<file path="config.mk">
export PLATFORM = sky130hd
export DESIGN_NAME = seg7_mmio_ctrl
export DESIGN_NICKNAME = d
export VERILOG_FILES = /design/src/rtl/seg7_mmio_ctrl.sv
export SDC_FILE = /design/constraint.sdc
export NUM_CORES = 1
export LEC_CHECK = 0
export ABC_AREA = 1
export CAP_MARGIN = 10
export CELL_PAD_IN_SITES_DETAIL_PLACEMENT = 1
export CELL_PAD_IN_SITES_GLOBAL_PLACEMENT = 2
export CORE_MARGIN = 4
export CORE_UTILIZATION = 27
export DETAILED_ROUTE_END_ITERATION = 8
export PLACE_DENSITY = 0.92
export SKIP_CTS_REPAIR_TIMING = 1
export SLEW_MARGIN = 20
export SYNTH_ARGS = -nofsm -noshare
export SYNTH_HDL_FRONTEND = slang
export SYNTH_SLANG_ARGS = --single-unit
</file>
<file path="constraint.sdc">
create_clock -name clk_i -period 4.8 [get_ports clk_i]
set_input_delay 0.48 -clock clk_i [delete_from_list [all_inputs] [get_ports clk_i]]
set_output_delay 0.48 -clock clk_i [all_outputs]
set_load 0.02 [all_outputs]
</file>
<file path="src/rtl/seg7_mmio_ctrl.sv">
// Memory-mapped 7-segment display controller: digit/CTRL registers with readback, change pulse and scan mux.
// Optional macro SEG7_HEX_DECODE_EN adds a write-only HEX register at offset 0x24 that decodes nibbles into all digits.
module seg7_mmio_ctrl #(
   parameter int              XLEN       = 32,
   parameter logic [XLEN-1:0] BASE_ADDR  = 32'h0000_0400,
   parameter int              NUM_DIGITS = 4,
   parameter int              SCAN_DIV   = 1000,
   parameter int              ACTIVE_LOW = 0
) (
   input  logic                  clk_i,
   input  logic                  rst_i,
   input  logic                  wr_en_i,
   input  logic [XLEN-1:0]       wr_addr_i,
   input  logic [XLEN-1:0]       wr_data_i,
   input  logic [3:0]            wr_strb_i,
   input  logic                  rd_en_i,
   input  logic [XLEN-1:0]       rd_addr_i,
   output logic [XLEN-1:0]       rd_data_o,
   output logic                  rd_valid_o,
   output logic [6:0]            seg_o,
   output logic                  dp_o,
   output logic [NUM_DIGITS-1:0] an_o,
   output logic                  upd_o
);

   localparam int               IDX_W    = (NUM_DIGITS > 1) ? $clog2(NUM_DIGITS) : 1;
   localparam int               DIV_W    = (SCAN_DIV > 1) ? $clog2(SCAN_DIV) : 1;
   localparam logic             POL      = (ACTIVE_LOW != 0);
   localparam logic [DIV_W-1:0] DIV_LAST = DIV_W'(SCAN_DIV - 1);
   localparam logic [IDX_W-1:0] IDX_LAST = IDX_W'(NUM_DIGITS - 1);

`ifdef SEG7_HEX_DECODE_EN
   function automatic logic [6:0] hex_to_seg(input logic [3:0] nib);
      case (nib)
         4'h0: hex_to_seg = 7'h3F;
         4'h1: hex_to_seg = 7'h06;
         4'h2: hex_to_seg = 7'h5B;
         4'h3: hex_to_seg = 7'h4F;
         4'h4: hex_to_seg = 7'h66;
         4'h5: hex_to_seg = 7'h6D;
         4'h6: hex_to_seg = 7'h7D;
         4'h7: hex_to_seg = 7'h07;
         4'h8: hex_to_seg = 7'h7F;
         4'h9: hex_to_seg = 7'h6F;
         4'hA: hex_to_seg = 7'h77;
         4'hB: hex_to_seg = 7'h7C;
         4'hC: hex_to_seg = 7'h39;
         4'hD: hex_to_seg = 7'h5E;
         4'hE: hex_to_seg = 7'h79;
         4'hF: hex_to_seg = 7'h71;
         default: hex_to_seg = 7'h00;
      endcase
   endfunction
`endif

   logic [NUM_DIGITS-1:0][7:0] digit_r;
   logic [NUM_DIGITS-1:0][7:0] digit_nxt_s;
   logic                       en_r;
   logic                       blank_r;
   logic [DIV_W-1:0]           div_r;
   logic [IDX_W-1:0]           idx_r;
   logic [6:0]                 seg_r;
   logic                       dp_r;
   logic [NUM_DIGITS-1:0]      an_r;
   logic                       upd_r;
   logic                       rd_valid_r;
   logic [XLEN-1:0]            rd_data_r;

   logic                       wr_act_s;
   logic                       rd_win_s;
   logic [5:0]                 wr_off_s;
   logic [5:0]                 rd_off_s;
   logic                       ctrl_wr_s;
   logic                       hex_wr_s;
   logic                       upd_s;
   logic [XLEN-1:0]            rd_mux_s;
   logic [7:0]                 cur_digit_s;
   logic [NUM_DIGITS-1:0]      an_sel_s;
   logic                       unused_s;

   // Only word-aligned addresses inside the 64-byte window decode.
   assign wr_act_s = wr_en_i && (wr_addr_i[XLEN-1:6] == BASE_ADDR[XLEN-1:6]) && (wr_addr_i[1:0] == 2'b00);
   assign rd_win_s = (rd_addr_i[XLEN-1:6] == BASE_ADDR[XLEN-1:6]) && (rd_addr_i[1:0] == 2'b00);
   assign wr_off_s = wr_addr_i[5:0];
   assign rd_off_s = rd_addr_i[5:0];
   assign unused_s = ^{wr_strb_i[3:1], wr_data_i};

   // Next digit contents and control-write decode for the current store.
   always_comb begin
      ctrl_wr_s = wr_act_s && wr_strb_i[0] && (wr_off_s == 6'h20);
`ifdef SEG7_HEX_DECODE_EN
      hex_wr_s  = wr_act_s && (wr_off_s == 6'h24);
`else
      hex_wr_s  = 1'b0;
`endif
      digit_nxt_s = digit_r;
      for (int k = 0; k < NUM_DIGITS; k++) begin
`ifdef SEG7_HEX_DECODE_EN
         digit_nxt_s[k] = hex_wr_s ? {1'b0, hex_to_seg(wr_data_i[4*k +: 4])} :
                          (wr_act_s && wr_strb_i[0] && (wr_off_s == 6'(4*k))) ? wr_data_i[7:0] : digit_r[k];
`else
         digit_nxt_s[k] = (wr_act_s && wr_strb_i[0] && (wr_off_s == 6'(4*k))) ? wr_data_i[7:0] : digit_r[k];
`endif
      end
      upd_s = (digit_nxt_s != digit_r);
   end

   // Read mux built from current (pre-write) register values.
   always_comb begin
      rd_mux_s = {XLEN{1'b0}};
      for (int k = 0; k < NUM_DIGITS; k++) begin
         rd_mux_s[7:0] = (rd_win_s && (rd_off_s == 6'(4*k))) ? digit_r[k] : rd_mux_s[7:0];
      end
      rd_mux_s[1:0] = (rd_win_s && (rd_off_s == 6'h20)) ? {blank_r, en_r} : rd_mux_s[1:0];
   end

   // Select the digit addressed by the scan index.
   always_comb begin
      cur_digit_s = 8'h00;
      an_sel_s    = {NUM_DIGITS{1'b0}};
      for (int k = 0; k < NUM_DIGITS; k++) begin
         cur_digit_s = (idx_r == IDX_W'(k)) ? digit_r[k] : cur_digit_s;
         an_sel_s[k] = (idx_r == IDX_W'(k));
      end
   end

   // Register file, change pulse and read response.
   always_ff @(posedge clk_i or posedge rst_i) begin
      if (rst_i) begin
         digit_r    <= {NUM_DIGITS{8'h00}};
         en_r       <= 1'b1;
         blank_r    <= 1'b0;
         upd_r      <= 1'b0;
         rd_valid_r <= 1'b0;
         rd_data_r  <= {XLEN{1'b0}};
      end else begin
         digit_r    <= digit_nxt_s;
         if (ctrl_wr_s) begin
            en_r    <= wr_data_i[0];
            blank_r <= wr_data_i[1];
         end
         upd_r      <= upd_s;
         rd_valid_r <= rd_en_i;
         rd_data_r  <= rd_en_i ? rd_mux_s : {XLEN{1'b0}};
      end
   end

   // Scan divider and digit index; both parked at zero while disabled.
   always_ff @(posedge clk_i or posedge rst_i) begin
      if (rst_i) begin
         div_r <= {DIV_W{1'b0}};
         idx_r <= {IDX_W{1'b0}};
      end else if (!en_r) begin
         div_r <= {DIV_W{1'b0}};
         idx_r <= {IDX_W{1'b0}};
      end else if (div_r == DIV_LAST) begin
         div_r <= {DIV_W{1'b0}};
         idx_r <= (idx_r == IDX_LAST) ? {IDX_W{1'b0}} : idx_r + 1'b1;
      end else begin
         div_r <= div_r + 1'b1;
      end
   end

   // Pin registers hold pin-level polarity so reset is inactive directly.
   always_ff @(posedge clk_i or posedge rst_i) begin
      if (rst_i) begin
         seg_r <= {7{POL}};
         dp_r  <= POL;
         an_r  <= {NUM_DIGITS{POL}};
      end else begin
         seg_r <= cur_digit_s[6:0] ^ {7{POL}};
         dp_r  <= cur_digit_s[7] ^ POL;
         an_r  <= (en_r && !blank_r) ? (an_sel_s ^ {NUM_DIGITS{POL}}) : {NUM_DIGITS{POL}};
      end
   end

   assign seg_o      = seg_r;
   assign dp_o       = dp_r;
   assign an_o       = an_r;
   assign upd_o      = upd_r;
   assign rd_valid_o = rd_valid_r;
   assign rd_data_o  = rd_data_r;

endmodule

</file>
==> results.json <==
{
  "layout_commonest_cell": "nand2_1",
  "cp_cell_sequence": "clkdlybuf4s50_1 -> inv_1 -> nor2_1 -> nand2_1 -> nor2_1 -> nand2_4 -> nor2_4 -> buf_4 -> nand4_1 -> nand2_1 -> nor2_1 -> nand2_1 -> nor2_1 -> nand4_1",
  "drc_errors": 0,
  "r2r_start": "idx_r[0]",
  "num_antenna_cells": 0,
  "synth_cells": 596,
  "fin_area_um2": 5801,
  "leakagePower_nw": 2.728,
  "tns_ns": 0,
  "root_buffer": "clkbuf_16",
  "crit_required_ns": 5.06,
  "syn_to_final_growth_pct": 31.67,
  "slowest_stage": "nor2_4",
  "clkLatencyLatePin_ns": 0.33,
  "worst_path_most_repeated_cell": "nor2_1",
  "placementRows": 46,
  "ant_nets": 0,
  "yosysTopAreaCell": "dfrtp_1",
  "fillers": 1974,
  "wl_per_cell_um": 16.47,
  "cts_tree": "done",
  "grt_antenna_before_repair": 0,
  "relSlewSlack_pct": 34.96,
  "gp_congestion": 0.8442,
  "setup_ws_ns": 2.000,
  "power_density_nw_per_um2": 247.9,
  "fmax_mhz": 357.1,
  "crit_path_end_kind": "flip-flop",
  "io_buffers": 98,
  "grt_pass1_vias": 4684,
  "core-area_um2": 15940,
  "cap_violations": 0,
  "grt_max_degree": 47,
  "worstHoldStart": "div_r[0]",
  "worstMarginPinSlew_ns": 0.9720,
  "path_max_fanout": 39,
  "dpl-instance-area_um2": 5470,
  "yosysWarnings": 0,
  "status": "finished, final reports clean",
  "finalCritPeriodShare_pct": 58.33,
  "slowest_delay_ns": 0.67,
  "synth-edff-count": 0,
  "multi_input_comb_area_um2": 2197,
  "synth.top_cell.area_share_pct": 38.06,
  "ios": 150,
  "peakVddDrop_v": 0.0001599,
  "drive_above_1_share_pct": 6.541,
  "ys_seq_elements": 68,
  "cts.clk_slew.worst_paths_ns": 0.06,
  "finalSetupViolCount": 0,
  "initial_core_util_pct": 27.63,
  "cts_buffers": 9,
  "crit_buf_inv": 3,
  "grt.total_usage_pct": 16.38,
  "worst_setup_path_start_kind": "input port",
  "timing.rr.end": "seg_o[3]",
  "dp_hpwl_mm": 10.64,
  "fin_nets": 792,
  "r2r_cells": 8,
  "finish.utilization_pct": 36.38,
  "syn_avg_cell_area_um2": 7.392,
  "yosysSeqAreaShare_pct": 38.65,
  "first_iter_violations": 267,
  "finalNonFillerCells": 904,
  "cp_top_family": "simple AND/OR/NAND/NOR gates",
  "grt-ovfl-total": 0,
  "hold_path.class": "flip-flop to flip-flop",
  "cts.sinks": 68,
  "skew_ns": 0.006038,
  "synth_ff_type": "dfrtp_1",
  "rsz0062_at_grt": "false",
  "fp.dieW_um": 135.7,
  "async_flop_share_pct": 100.0,
  "vias": 4477,
  "grt_pass1_wl_mm": 23.91,
  "whs_ns": 0.4644,
  "hold_path_end": "div_r[0]",
  "die-area_um2": 18420,
  "synth_area_leaders": "dfrtp_1, nand2_1, nand4_1",
  "dp_slack_ns": 1.663,
  "firstDrtPassIters": 5,
  "arrival_ns": 3.06,
  "clockBufferDepth": 2,
  "final_cell_mix": "nand2_1, clkdlybuf4s50_1, inv_1",
  "syn_area_um2": 4405,
  "fin_crit_ns": 2.800,
  "seq_area_um2": 1703,
  "drv_slew": 0,
  "hold_viol": 0,
  "place_inst": 888,
  "worstHoldPathCells": 1,
  "wl_mm": 14.89,
  "path_class": "input port to flip-flop",
  "htreeDepth": 3,
  "synth_cell_types": 40,
  "p_total_mw": 1.438,
  "rrSetupSlack_ns": 2.68,
  "die_h_um": 135.7,
  "vias_per_cell": 4.952
}
[worst register-to-register path: cells and delay by family (launching register included)]
kind | cells | cell delay [ns]
AO/OA/AOI/OAI | 3 | 0.41
adder cells (fa/ha/maj) | 1 | 0.16
buffers and inverters | 2 | 0.18
flip-flops | 1 | 0.40
AND/OR/NAND/NOR | 2 | 0.85
[metal layers]
layer / global-route usage, % / wire length, µm / vias up
met1: 20.47 / 6318 / 2177
met2: 28.37 / 7144 / 173
met4: 5.599 / 235 / 0
met5: 0 / 0 / -
li1: - / - / 2109
met3: 3.046 / 1188 / 18
[state kept, by name, indices dropped and copies added, names as in the netlist]
| signal | cells |
|---|---|
| seg_o | 7 |
| div_r | 10 |
| rd_valid_o | 1 |
| digit_r | 32 |
| rd_data_o | 8 |
| upd_o | 1 |
| dp_o | 1 |
| idx_r | 2 |
| an_o | 4 |
| blank_r | 1 |
| en_r | 1 |
[synth_stat cells, drive strengths merged (2+ instances only)]
cell,n
a21oi,5
and3,2
buf,43
clkbuf,7
clkinv,3
dfrtp,67
ha,5
inv,72
nand2,128
nand3,19
nand3b,2
nand4,64
nor2,74
nor3,8
nor3b,6
nor4,2
o211ai,16
o21a,2
o21ai,61
o21bai,6
[worst max-delay path by stage]
stage	cells after the start	slack [ns]	from	endpoint
CTS	14	1.99	wr_addr_i[10]	upd_o
global placement	14	1.71	wr_addr_i[10]	upd_o
finish	14	2.00	wr_addr_i[10]	upd_o
global route	14	1.77	wr_addr_i[10]	upd_o
detailed placement	14	1.66	wr_addr_i[10]	upd_o
floorplan	1	2.61	rst_i	an_o[0]
[cell type report]
cell class	count	share of cell area (%)
multi-input combinational	426	37.88
sequential	68	29.36
timing repair buffer	103	17.56
inverter	75	4.875
tap	216	4.659
clock buffer	13	4.487
clock inverter	3	1.186
[power breakdown]
group          leakage [nW]  internal [mW]  switching [mW]
logic                  1.75         0.0626          0.0664
clock network         0.160          0.485           0.250
registers             0.819          0.574       0.0000932
total                  2.73           1.12           0.317
[kinds of logic (layout without fill, tap and decap cells)]
family / Yosys count / count (layout) / synth area share, %
and+or+nand+nor: 306 / 306 / 34.45
buffers and inverters: 125 / 194 / 13.43
AOI/OAI and AO/OA: 90 / 90 / 11.76
DFF: 68 / 68 / 38.65
adders and majority gates: 5 / 5 / 1.420
other: 1 / 24 / 0.08512
xor gates and xnor gates: 1 / 1 / 0.1988
Power figures use the tool's default switching activity.
